--- src/rtl/ldpc_ctrl_pkg.sv ---
// Shared control definitions for the layered LDPC decoder: state encodings,
// parameter defaults and a helper for sizing the VNU update timer.
package ldpc_ctrl_pkg;

  typedef enum logic [2:0] {
    LIC_IDLE    = 3'd0,
    LIC_RUN     = 3'd1,
    LIC_VNU_UPD = 3'd2,
    LIC_DONE    = 3'd3,
    LIC_TERM    = 3'd4
  } lic_state_t;

  localparam int LAYER_NUM_DEF        = 3;
  localparam int MAX_ITER_DEF         = 10;
  localparam int VNU_UPDATE_CYCLE_DEF = 5;

  // Counter width able to hold cycles-1, never narrower than one bit.
  function automatic int timer_width(input int cycles);
    return (cycles > 1) ? $clog2(cycles) : 1;
  endfunction

endpackage

--- src/rtl/vnu_upd_timer.sv ---
// Loadable down-counter that times the VNU IB-RAM update window; saturates at
// zero and flags it.
module vnu_upd_timer #(
  parameter int W = 3
) (
  input  logic         read_clk,
  input  logic         rst,
  input  logic         load,
  input  logic [W-1:0] load_val,
  output logic         zero
);

  logic [W-1:0] cnt;

  // NOTE: sequential state uses non-blocking assignments so every flop samples
  // pre-edge values, independent of block evaluation order.
  always_ff @(posedge read_clk or posedge rst) begin
    if (rst) begin
      cnt <= '0;
    end else if (load) begin
      cnt <= load_val;
    end else if (cnt != '0) begin
      cnt <= cnt - W'(1);
    end
  end

  assign zero = (cnt == '0);

endmodule

--- src/rtl/layer_iter_ctrl.sv ---
// Layer/iteration sequencer for the layered decoder: times the VNU update
// window, counts layers and iterations, and decides frame termination.
// Optional: define EARLY_TERM_EN to let syndrome_ok end a frame before MAX_ITER.
module layer_iter_ctrl
  import ldpc_ctrl_pkg::*;
#(
  parameter int LAYER_NUM        = LAYER_NUM_DEF,
  parameter int MAX_ITER         = MAX_ITER_DEF,
  parameter int VNU_UPDATE_CYCLE = VNU_UPDATE_CYCLE_DEF,
  parameter int ITER_W           = $clog2(MAX_ITER + 1)
) (
  input  logic                 read_clk,
  input  logic                 rst,
  input  logic                 frame_start,
  input  logic                 c2v_mem_we,
  input  logic                 syndrome_ok,
  output logic                 layer_finish,
  output logic                 vnu_update_pend,
  output logic                 termination,
  output logic                 frame_done,
  output logic                 decode_fail,
  output logic [LAYER_NUM-1:0] layer_onehot,
  output logic [ITER_W-1:0]    iter_cnt,
  output logic                 wb_overrun
);

  localparam int TMR_W = timer_width(VNU_UPDATE_CYCLE);

  lic_state_t       state;
  logic             tmr_load;
  logic             tmr_zero;
  logic [TMR_W-1:0] tmr_load_val;
  logic             last_layer;
  logic             limit_hit;
  logic             stop;

  assign tmr_load     = (state == LIC_RUN) && c2v_mem_we;
  assign tmr_load_val = TMR_W'(VNU_UPDATE_CYCLE - 1);
  assign last_layer   = layer_onehot[LAYER_NUM-1];
  // Compares the count as it will be after this layer's increment.
  assign limit_hit    = (iter_cnt + ITER_W'(1)) == ITER_W'(MAX_ITER);

`ifdef EARLY_TERM_EN
  assign stop = last_layer && (syndrome_ok || limit_hit);
`else
  assign stop = last_layer && limit_hit;
`endif

  vnu_upd_timer #(
    .W (TMR_W)
  ) u_timer (
    .read_clk (read_clk),
    .rst      (rst),
    .load     (tmr_load),
    .load_val (tmr_load_val),
    .zero     (tmr_zero)
  );

  always_ff @(posedge read_clk or posedge rst) begin
    if (rst) begin
      state           <= LIC_IDLE;
      layer_finish    <= 1'b0;
      vnu_update_pend <= 1'b0;
      termination     <= 1'b0;
      frame_done      <= 1'b0;
      decode_fail     <= 1'b0;
      layer_onehot    <= LAYER_NUM'(1);
      iter_cnt        <= '0;
      wb_overrun      <= 1'b0;
    end else begin
      layer_finish <= 1'b0;
      termination  <= 1'b0;

      // A write-back arriving outside RUN is dropped but remembered.
      if (c2v_mem_we && (state != LIC_RUN)) begin
        wb_overrun <= 1'b1;
      end

      case (state)
        LIC_IDLE: begin
          if (frame_start) begin
            state        <= LIC_RUN;
            layer_onehot <= LAYER_NUM'(1);
            iter_cnt     <= '0;
            frame_done   <= 1'b0;
            decode_fail  <= 1'b0;
          end
        end

        LIC_RUN: begin
          if (c2v_mem_we) begin
            state           <= LIC_VNU_UPD;
            vnu_update_pend <= 1'b1;
          end
        end

        LIC_VNU_UPD: begin
          if (tmr_zero) begin
            state           <= LIC_DONE;
            vnu_update_pend <= 1'b0;
            layer_finish    <= 1'b1;
          end
        end

        LIC_DONE: begin
          layer_onehot <= (layer_onehot << 1) | LAYER_NUM'(layer_onehot[LAYER_NUM-1]);
          if (last_layer) begin
            iter_cnt <= iter_cnt + ITER_W'(1);
          end
          if (stop) begin
            state       <= LIC_TERM;
            termination <= 1'b1;
            frame_done  <= 1'b1;
            decode_fail <= ~syndrome_ok;
          end else begin
            state <= LIC_RUN;
          end
        end

        LIC_TERM: state <= LIC_IDLE;

        default: state <= LIC_IDLE;
      endcase
    end
  end

endmodule

--- config.mk ---
export PLATFORM = sky130hd
export DESIGN_NAME = layer_iter_ctrl
export DESIGN_NICKNAME = d
export VERILOG_FILES = /design/src/rtl/ldpc_ctrl_pkg.sv /design/src/rtl/vnu_upd_timer.sv /design/src/rtl/layer_iter_ctrl.sv
export SDC_FILE = /design/constraint.sdc
export NUM_CORES = 1
export LEC_CHECK = 0
export ABC_AREA = 1
export BUFFER_PORTS_ARGS = -buffer_cell sky130_fd_sc_hd__buf_2
export CORE_MARGIN = 2
export CORE_UTILIZATION = 53
export DETAILED_ROUTE_END_ITERATION = 8
export HOLD_SLACK_MARGIN = 0.06
export PLACE_DENSITY = 0.83
export SYNTH_ARGS = -nofsm -noshare
export SYNTH_HDL_FRONTEND = slang
export SYNTH_HIERARCHICAL = 1
export SYNTH_SLANG_ARGS = --single-unit
--- constraint.sdc ---
create_clock -name read_clk -period 1.55 [get_ports read_clk]
set_input_delay 0.31 -clock read_clk [delete_from_list [all_inputs] [get_ports read_clk]]
set_output_delay 0.31 -clock read_clk [all_outputs]
set_load 0.01 [all_outputs]
==> summary.md, run 1 <==
| Metric | Value |
|---|---|
| Reg2reg setup slack | `0.18 ns` |
| Setup Total Neg Slack | `0 ns` |
| DR vias/cell | `4.74` |
| Initial antenna violation count | `0` |
| Crit path DAT | `between 1.5 and 2 ns` |
| Crit Path Class | `reg -> reg` |
| Largest net degree at the start of global routing | `17` |
| WL final | `around 1.8 mm` |
| Max Fanout on Critical Path | `7` |
| DIE WIDTH | `between 40 and 50 µm` |
| Commonest non-fill, non-tap cells in the layout | `nand2_1, inv_1, dfrtp_1` |
| 1st-iter DRT viols | `14` |
| Vias in the first global route | `768` |
| Layout Nets | `156` |
| CTS max path bufs | `2` |
| #FFs+latches synth | `19` |
| Vias after detailed routing | `811` |
| Pint | `1.01 mW` |
| I/O Buffers | `17` |
| Worst VDD drop | `approximately 0.96 mV` |
| Drt first pass iters | `4` |
| Area leader, netlist | `dfrtp_1` |
| Sw frac | `a little over two fifths` |
| Final core occ | `66.5%` |
| Critical-path cell list | `ha_1, inv_1, nand2_1, nand2_1, nor2_4, nand3_4, nand3_1, nand2_1` |
| Global Route Usage Sum | `19.0%` |
| Crit path required time | `1.73 ns` |
| Synth warnings | `6` |
| Comb pwr share | `between 40% and 50%` |
| Core area | `0.00176 mm²` |
| Syn avg cell area | `8.27 µm²` |
| Cell area after synthesis | `0.00101 mm²` |
| Leakage | `0.666 nW` |
| Status | `complete, no violations` |
| Area growth syn-to-layout | `16.3%` |
| Max-Slew Margin vs Limit | `60.5%` |
| Multi-input logic area | `435 µm²` |
| Startpoint Class | `flip-flop` |
| Routability cong. | `0.805` |
| Root buffer cell | `clkbuf_4` |
| Seq pwr share | `42.0%` |
| ANT nets after route | `0` |
| IO Pins | `18` |
| # fillers | `158` |
| Clock skew | `0.00370 ns` |
| Fin crit share | `88.6%` |
| Worst-Skew Late Latency | `0.29 ns` |
| Most used cell, CP | `nand2_1` |
| Share of layout cells above drive strength 1 | `a little over a quarter` |
| Highest Clock Rate | `between 700 and 800 MHz` |
| DRC | `0` |
| DIE HEIGHT | `47.6 µm` |
| Crit path max-delay cell type | `dfrtp_1` |
| # rows | `15` |
| P per Cell Area | `1490 mW/mm²` |
| Clock share of power | `between 10% and 20%` |
| Hpwl dp | `about 1.4 mm` |
| RSZ-0062 raised after global routing | `no` |
| Cell count after placement | `166` |
| Initial core utilization | `a little under three fifths` |
| Sequential element share of the synthesized area | `47.3%` |
| Crit path largest cell delay | `0.47 ns` |
| Sequential Area | `477 µm²` |
| First-pass GRT wire length | `2.99 mm` |
| H-tree Lvls | `1` |
| Area contributors post-synth | `dfrtp_1, nand2_1, inv_1, ha_1, nand3_1` |
| CTS tree | `done` |
| Final Critical Period | `1.37 ns` |
| Mapped Cells | `122` |
| Top cell type's share of synthesized area | `44.7%` |
| Ant. Diodes | `0` |
| Finish-stage setup viols | `0` |
| GRT overflow | `0` |
| Finished Layout Cells | `171` |
| Hold WC Path Type | `in -> reg` |
| Worst-margin pin slew | `0.592 ns` |
| Final Max Tran Viols | `0` |
| Crit end category | `flip-flop` |
| Num CTS Buffers | `3` |
| Top delay family on crit path | `simple AND/OR/NAND/NOR gates` |
| Clock sinks | `19` |
| CTS clk-pin slew, worst paths | `roughly 0.11 ns` |
| WL/cell | `10.6 µm` |
| Commonest non-fill, non-tap cell in the layout | `nand2_1` |
| Final Hold Fails | `0` |
| Die area | `0.00227 mm²` |
| Worst path buffer plus inverter count | `1` |
| Distinct cells, synth | `23` |
| Max Cap Violations | `0` |
| P_sw | `0.738 mW` |
[logic make-up (layout without fill, tap and decap cells)]
group / after synthesis / count (layout) / synth area share, %
simple gates: 59 / 59 / 30.1
buf+inv: 25 / 48 / 9.92
flops: 19 / 19 / 47.3
compound gates: 13 / 13 / 6.95
fa+ha+maj: 4 / 4 / 4.96
other cells: 2 / 3 / 0.745
[per-stage QoR]
| stage | hold WS (ns) | total power, mW | instance area, µm² | worst slack [ns] |
|---|---|---|---|---|
| finish | 0.241 | 1.74 | 1170 | 0.177 |
| floorplan | 0.0636 | 1.32 | 1010 | 0.252 |
| global placement | 0.186 | 1.47 | 1140 | 0.269 |
| global route | 0.235 | 1.91 | 1170 | 0.0354 |
| CTS | 0.243 | 1.76 | 1170 | 0.180 |
| detailed placement | 0.190 | 1.51 | 1140 | 0.194 |
[sequential cells by signal (all words and copies together), names as in the netlist]
name             count
state                3
termination          1
u_timer/cnt          3
layer_onehot         3
layer_finish         1
decode_fail          1
frame_done           1
iter_cnt             4
wb_overrun           1
vnu_update_pend      1
[metal layers]
metal / GRT usage, % / wire, µm / vias up
li1: - / - / 418
met1: 23.7 / 841 / 373
met2: 31.6 / 889 / 16
met3: 2.64 / 52 / 4
met4: 10.3 / 24 / 0
met5: 0 / 0 / -
[power by group through the flow]
stage	combinational, mW	clock, mW	sequential (mW)
global placement	0.740	0	0.731
CTS	0.778	0.249	0.731
finish	0.768	0.244	0.732
floorplan	0.566	0	0.750
global route	0.893	0.273	0.745
detailed placement	0.768	0	0.740
[path summary, 6_finish.rpt]
kind	startpoint	endpoint	cells after the start
max	iter_cnt[0]	decode_fail	8
min	c2v_mem_we	wb_overrun	2
max reg2reg	iter_cnt[0]	decode_fail	8
min reg2reg	wb_overrun	wb_overrun	1
max in group asynchronous	rst	state[0]	3
min in group asynchronous	rst	u_timer/cnt[2]	3
[repair_timing]
| action | in CTS | in global routing |
|---|---|---|
| buffers inserted | 0 | 0 |
| hold buffers | 1 | 0 |
| hold endpoints to repair | 3 | 0 |
| resized for setup | 0 | 0 |
[worst reg2reg max path, stage by stage (launching register included)]
cell	delay, ns
dfrtp_1	0.47
ha_1	0.22
inv_1	0.05
nand2_1	0.05
nand2_1	0.09
nor2_4	0.12
nand3_4	0.11
nand3_1	0.10
nand2_1	0.06
[synth_stat cells]
| master | count |
|---|---|
| a21o_1 | 1 |
| a21oi_1 | 2 |
| clkinv_2 | 1 |
| clkinv_4 | 1 |
| conb_1 | 2 |
| dfrtp_1 | 18 |
| dfstp_2 | 1 |
| ha_1 | 4 |
| inv_1 | 20 |
| inv_2 | 3 |
| nand2_1 | 32 |
| nand2_2 | 2 |
| nand2_4 | 3 |
| nand3_1 | 10 |
| nand3_2 | 1 |
| nand3_4 | 1 |
| nand4_1 | 1 |
| nor2_1 | 5 |
| nor2_2 | 2 |
| nor2_4 | 2 |
| o21ai_0 | 4 |
| o21ai_1 | 4 |
| o22ai_1 | 2 |
[layout make-up]
class,count,share of cell area (%)
multi-input cells,79,37.1
repair buffers,19,8.75
clock buffers,4,2.24
well taps,25,2.67
inverters,25,8.54
flip-flops and latches,19,40.7
No activity file was read; power rests on OpenSTA's default activity.
==> run 2: changes to the inputs <==
--- a/config.mk
+++ b/config.mk
@@ -8,11 +8,10 @@
 export ABC_AREA = 1
 export BUFFER_PORTS_ARGS = -buffer_cell sky130_fd_sc_hd__buf_2
 export CORE_MARGIN = 2
-export CORE_UTILIZATION = 53
+export CORE_UTILIZATION = 52
 export DETAILED_ROUTE_END_ITERATION = 8
 export HOLD_SLACK_MARGIN = 0.06
 export PLACE_DENSITY = 0.83
 export SYNTH_ARGS = -nofsm -noshare
 export SYNTH_HDL_FRONTEND = slang
-export SYNTH_HIERARCHICAL = 1
 export SYNTH_SLANG_ARGS = --single-unit
==> run 2 against run 1 <==
Effect of this change: sequential power is 2.9% higher; combinational power is 14% lower; cell count down 16%; clock power shrank 2%; die area down 8.4%; fmax hardly changed; clock skew grew 0.0066 ns; highest routed layer unchanged.
==> summary.md, run 2 <==
| Metric | Value |
|---|---|
| Status | `complete, no violations` |
| Area contributors post-synth | `dfrtp_1, nand2_1, inv_1, ha_1, nand3_1` |
| IO Pins | `18` |
| # fillers | `153` |
| Worst-margin pin slew | `~0.28 ns` |
| Layout Nets | `136` |
| Root buffer cell | `clkbuf_4` |
| Die area | `0.00208 mm²` |
| Largest net degree at the start of global routing | `20` |
| Max Cap Violations | `0` |
| CTS clk-pin slew, worst paths | `0.11 ns` |
| Synth warnings | `0` |
| Max Fanout on Critical Path | `7` |
| Most common cell in the netlist | `nand2_1` |
| Highest Clock Rate | `~730 MHz` |
| Startpoint Class | `flip-flop` |
| DIE WIDTH | `between 40 and 50 µm` |
| Placed Area | `0.00101 mm²` |
| Crit Path Class | `reg -> reg` |
| Reg2reg path depth | `8` |
| Crit path required time | `about 1.8 ns` |
| Clock skew | `~0.010 ns` |
| P per Cell Area | `1560 mW/mm²` |
| Final Critical Period | `1.37 ns` |
| Post-route design area | `0.00106 mm²` |
| Most common flop cell mapped by yosys | `dfrtp_1` |
| DRC | `0` |
| Commonest non-fill, non-tap cell in the layout | `nand2_1` |
| Crit end category | `flip-flop` |
| Most used cell, CP | `nand2_1` |
| Initial core utilization | `between 50% and 60%` |
| Fin crit share | `88.6%` |
| GRT overflow | `0` |
| Largest register FFs | `4` |
| First-pass GRT wire length | `2.55 mm` |
| Distinct cells, synth | `21` |
| Most common library cells after synthesis | `nand2_1, dfrtp_1, inv_1` |
| CTS tree | `done` |
| Critical-path cell list | `ha_1, nand2_1, nand2_1, nor2_1, nand3_2, inv_2, nand2_1, nand2_1` |
| CP Depth | `8` |
| Crit path DAT | `1.61 ns` |
| Cell area after synthesis | `approximately 900 µm²` |
| Area growth syn-to-layout | `17.5%` |
| Worst-Skew Late Latency | `0.29 ns` |
| Top delay family on crit path | `simple AND/OR/NAND/NOR gates` |
| Hpwl dp | `1.21 mm` |
| # rows | `15` |
| 1st-iter DRT viols | `12` |
| Syn Nets | `112` |
| Routability cong. | `around 0.83` |
| Share of layout cells above drive strength 1 | `26.2%` |
| Core area | `roughly 0.0017 mm²` |
| Sequential element share of the synthesized area | `about 53%` |
| Largest register by flop count | `iter_cnt` |
| H-tree Lvls | `1` |
| Worst VDD drop | `1.02 mV` |
| WL final | `1.57 mm` |
| Top cell type's share of synthesized area | `50.1%` |
| Worst path buffer plus inverter count | `1` |
| RSZ-0062 raised after global routing | `no` |
| Ant. Diodes | `0` |
| Initial antenna violation count | `0` |
| Finish-stage setup viols | `0` |
| Max-Slew Margin vs Limit | `81.0%` |
| Crit path largest cell delay | `0.46 ns` |
| Area leader, netlist | `dfrtp_1` |
| Hold WC Path Type | `in -> reg` |
| #FFs+latches synth | `19` |
| Syn avg cell area | `roughly 8.7 µm²` |
| I/O Buffers | `17` |
| CTS max path bufs | `2` |
| ANT nets after route | `0` |
| Vias in the first global route | `629` |
| Commonest non-fill, non-tap cells in the layout | `nand2_1, inv_1, dfrtp_1` |
| Vias after detailed routing | `709` |
| Final Hold Fails | `0` |
| Leakage | `0.600 nW` |
| Global Route Usage Sum | `17.1%` |
| Worst hold path depth | `2` |
| Crit path max-delay cell type | `dfrtp_1` |
| DR vias/cell | `between 4 and 5` |
| WL/cell | `11.0 µm` |
| Clock sinks | `19` |
| Post-CTS Setup Repair Bufs | `0` |
| Setup Total Neg Slack | `0 ns` |
| Asr flop ratio synth | `100%` |
| DIE HEIGHT | `45.6 µm` |
| Num CTS Buffers | `3` |
| Mapped Cells | `103` |
| Post-synth EDFFs | `0` |
| Final Max Tran Viols | `0` |
| Drt first pass iters | `4` |
## run 2: cell types whose count changed in the layout (fill, tap and decap cells not counted), moves of 2 or more
cell / previous run / this run
nor2_4: 2 / 0
conb_1: 3 / 0
nand2_1: 32 / 22
o21ai_1: 4 / 1
nand2_4: 3 / 0
nor2_1: 5 / 7
inv_1: 20 / 18
## run 2: through the flow
step,utilization [%],hold slack [ns],worst slack [ns],std cells,power [mW]
after floorplan,-,0.260,0.252,103,1.23
after global placement,60.6,0.339,0.118,138,1.38
after detailed placement,60.6,0.340,0.0760,138,1.42
after CTS,62.8,0.225,0.0502,143,1.67
after global routing,63.2,0.224,0.0398,143,1.81
final,63.2,0.237,0.177,143,1.65
## run 2: power breakdown
| part | leakage, nW | total, mW | switching (mW) | internal, mW |
|---|---|---|---|---|
| clock network | 0.0177 | 0.238 | 0.143 | 0.0957 |
| registers | 0.243 | 0.753 | 0.111 | 0.641 |
| logic | 0.339 | 0.661 | 0.415 | 0.246 |
| total | 0.600 | 1.65 | 0.669 | 0.983 |
## run 2: kinds of logic after synthesis
group / Yosys count / share of synthesized area (%)
AOI/OAI and AO/OA: 11 / 6.96
xor gates and xnor gates: 1 / 0.975
adders and majority gates: 4 / 5.57
buffers and inverters: 20 / 8.36
DFF: 19 / 53.1
and+or+nand+nor: 48 / 25.1
## run 2: per-layer routing
layer	global-route usage, %	up-vias	part of all wire [%]
met5	0	-	0
met4	8.82	0	1.1
met3	2.38	2	2.9
met2	27.3	10	50
met1	22.4	327	45
li1	-	370	-
## run 2: layout make-up
cell class	instances	area (µm²)	area share [%]
flip-flops and latches	19	477	45.1
multi-input cells	64	353	33.4
repair buffers	19	103	9.72
inverters	20	75.1	7.11
clock buffers	3	22.5	2.13
well taps	17	21.3	2.01
clock inverters	1	5.00	0.474
## run 2: final timing paths
kind                              from         endpoint  slack [ns]
setup / recovery           iter_cnt[0]      decode_fail        0.18
hold / removal              c2v_mem_we       wb_overrun        0.24
setup reg to reg           iter_cnt[0]      decode_fail        0.18
hold reg to reg             wb_overrun       wb_overrun        0.47
max in group asynchronous          rst  layer_onehot[0]        0.71
min in group asynchronous          rst      iter_cnt[2]        0.56
## run 2: timing repair
item | CTS | global route
gates resized for setup | 0 | 1
setup endpoints to repair | 0 | 1
endpoints found under the hold margin | 18 | 0
hold buffers | 1 | 0
==> run 3: changes to the inputs <==
--- a/config.mk
+++ b/config.mk
@@ -12,6 +12,7 @@
 export DETAILED_ROUTE_END_ITERATION = 8
 export HOLD_SLACK_MARGIN = 0.06
 export PLACE_DENSITY = 0.83
+export RECOVER_POWER = 50
 export SYNTH_ARGS = -nofsm -noshare
 export SYNTH_HDL_FRONTEND = slang
 export SYNTH_SLANG_ARGS = --single-unit
==> constraint.sdc (replaced) <==
create_clock -name read_clk -period 1.55 [get_ports read_clk]
set_input_delay 0.31 -clock read_clk [delete_from_list [all_inputs] [get_ports read_clk]]
set_output_delay 0.31 -clock read_clk [all_outputs]
set_load 0.005 [all_outputs]
==> run 3 against run 2 <==
Effect of this change: non-clock buffer count is the same; cell area decreased by 0.36%; hold slack did not move; clock skew did not move; register-to-register slack hardly changed; global-route usage did not move; wire length fell by 0.26%; critical path depth unchanged; highest routed layer unchanged; combinational power is 4.4% lower; clock power hardly changed.
==> summary.md, run 3 (same netlist as run 2, synthesis figures left out) <==
| Metric | Value |
|---|---|
| CTS clk-pin slew, worst paths | `approximately 0.11 ns` |
| Placed Area | `between 0.001 and 0.0015 mm²` |
| Leakage | `0.595 nW` |
| # fillers | `155` |
| IO Pins | `18` |
| Clock skew | `0.0103 ns` |
| PnR worst setup slack | `0.177 ns` |
| Routability cong. | `0.833` |
| 1st-iter DRT viols | `12` |
| DR vias/cell | `4.96` |
| Busiest grt layer | `met2` |
| RSZ-0062 raised after global routing | `no` |
| Worst VDD drop | `roughly 1 mV` |
| Largest register by flop count | `iter_cnt` |
| Vias in the first global route | `between 600 and 700` |
| Drt first pass iters | `4` |
| Final Max Tran Viols | `0` |
| Finish-stage setup viols | `0` |
| Power after layout | `1.62 mW` |
| Initial antenna violation count | `0` |
| H-tree Lvls | `1` |
| GR Layer Usage met1 | `22.4%` |
| CTS tree | `done` |
| Startpoint Class | `flip-flop` |
| P per Cell Area | `about 1500 mW/mm²` |
| Highest Clock Rate | `728 MHz` |
| Fin crit share | `between 80 and 90%` |
| Num CTS Buffers | `3` |
| Crit path required time | `1.79 ns` |
| Met2 Track Usage GR | `between 20% and 30%` |
| Worst-Skew Late Latency | `0.29 ns` |
| WL/cell | `~11 µm` |
| I/O Buffers | `17` |
| Cell count after placement | `between 100 and 150` |
| Share of layout cells above drive strength 1 | `approximately 25%` |
| Max Cap Violations | `0` |
| Hpwl dp | `1.21 mm` |
| Crit end category | `flip-flop` |
| Commonest non-fill, non-tap cells in the layout | `nand2_1, inv_1, dfrtp_1` |
| Vias after detailed routing | `709` |
| # rows | `15` |
| P_sw | `0.643 mW` |
| Crit Path Class | `reg -> reg` |
| Clock share of power | `14.7%` |
| Worst-margin pin slew | `0.463 ns` |
| Sw frac | `39.6%` |
| Comb pwr share | `39.0%` |
| Setup Total Neg Slack | `0 ns` |
| DRC | `0` |
| Status | `complete, no violations` |
| Layout Nets | `about 140` |
| Initial core utilization | `53.8%` |
| GRT overflow | `0` |
| Seq pwr share | `46.4%` |
| Area growth syn-to-layout | `17.1%` |
| Clock sinks | `19` |
| Root buffer cell | `clkbuf_4` |
| Post-Place Setup Slack | `around 0.076 ns` |
| Commonest non-fill, non-tap cell in the layout | `nand2_1` |
| Post-route design area | `around 0.0011 mm²` |
| Core area | `0.00167 mm²` |
| Largest register FFs | `4` |
| Met3 Usage GRT | `between 2 and 2.5%` |
| Pint | `0.981 mW` |
| Die area | `0.00208 mm²` |
| Max-Slew Margin vs Limit | `69.1%` |
| ANT nets after route | `0` |
| Finished Layout Cells | `143` |
| DIE HEIGHT | `45.6 µm` |
| Final Critical Period | `1.37 ns` |
| Largest net degree at the start of global routing | `20` |
| Final Hold Fails | `0` |
| First-pass GRT wire length | `2.55 mm` |
| WL final | `approximately 1.6 mm` |
| Global Route Usage Sum | `17.1%` |
| CTS max path bufs | `2` |
| Hold WC Path Type | `in -> reg` |
| DIE WIDTH | `45.6 µm` |
| Ant. Diodes | `0` |
| Max Fanout on Critical Path | `7` |
| Crit path DAT | `between 1.5 and 2 ns` |
## run 3: changes by cell type in the layout (fill, tap and decap cells not counted)
cell,previous run,this run
clkbuf_2,0,1
buf_2,17,16
clkbuf_1,0,1
buf_4,1,0
## run 3: routing by layer
layer | share of wire, % | routed length, µm
met1 | 45 | 711
met2 | 50 | 788
met3 | 2.9 | 46
met4 | 1.2 | 18
met5 | 0 | 0
## run 3: path summary, 6_finish.rpt
kind | from | endpoint | slack, ns | cells past startpoint
setup / recovery | iter_cnt[0] | decode_fail | 0.18 | 8
setup reg to reg | iter_cnt[0] | decode_fail | 0.18 | 8
hold / removal | c2v_mem_we | wb_overrun | 0.24 | 2
min in group asynchronous | rst | iter_cnt[2] | 0.64 | 4
max in group asynchronous | rst | layer_onehot[0] | 0.55 | 4
hold reg to reg | wb_overrun | wb_overrun | 0.47 | 1
## run 3: cell type report
type | instances | area (µm²) | share of cell area [%]
Sequential cell | 19 | 477 | 45.3
Multi-Input combinational cell | 64 | 353 | 33.5
Timing Repair Buffer | 19 | 98.8 | 9.39
Inverter | 20 | 75.1 | 7.13
Tap cell | 17 | 21.3 | 2.02
Clock buffer | 3 | 22.5 | 2.14
Clock inverter | 1 | 5.00 | 0.476
## run 3: power groups by stage
stage / sequential (mW) / clock (mW) / combinational, mW
3_3_place_gp: 0.756 / 0 / 0.601
5_1_grt: 0.770 / 0.271 / 0.736
2_1_floorplan: 0.751 / 0 / 0.454
4_1_cts: 0.750 / 0.253 / 0.638
3_5_place_dp: 0.761 / 0 / 0.634
6_report: 0.753 / 0.238 / 0.632
## run 3: timing repair
| item | 4_1_cts | 5_1_grt |
|---|---|---|
| endpoints found under the setup margin | 0 | 1 |
| gates resized for setup | 0 | 1 |
| buffers inserted | 0 | 0 |
| hold buffers | 1 | 0 |
| endpoints found under the hold margin | 18 | 0 |
## run 3: worst max-delay path, cell delays in order (launching register included)
cell and delay, ns:
dfrtp_1 0.46, ha_1 0.25, nand2_1 0.07, nand2_1 0.06
nor2_1 0.15, nand3_2 0.15, inv_2 0.09, nand2_1 0.05
nand2_1 0.06
## run 3: stage by stage
stage          hold WS [ns]  utilization (%)
6_report              0.237             63.0
5_1_grt               0.224             63.0
4_1_cts               0.225             62.8
3_5_place_dp          0.340             60.6
3_3_place_gp          0.339             60.6
2_1_floorplan         0.260                -
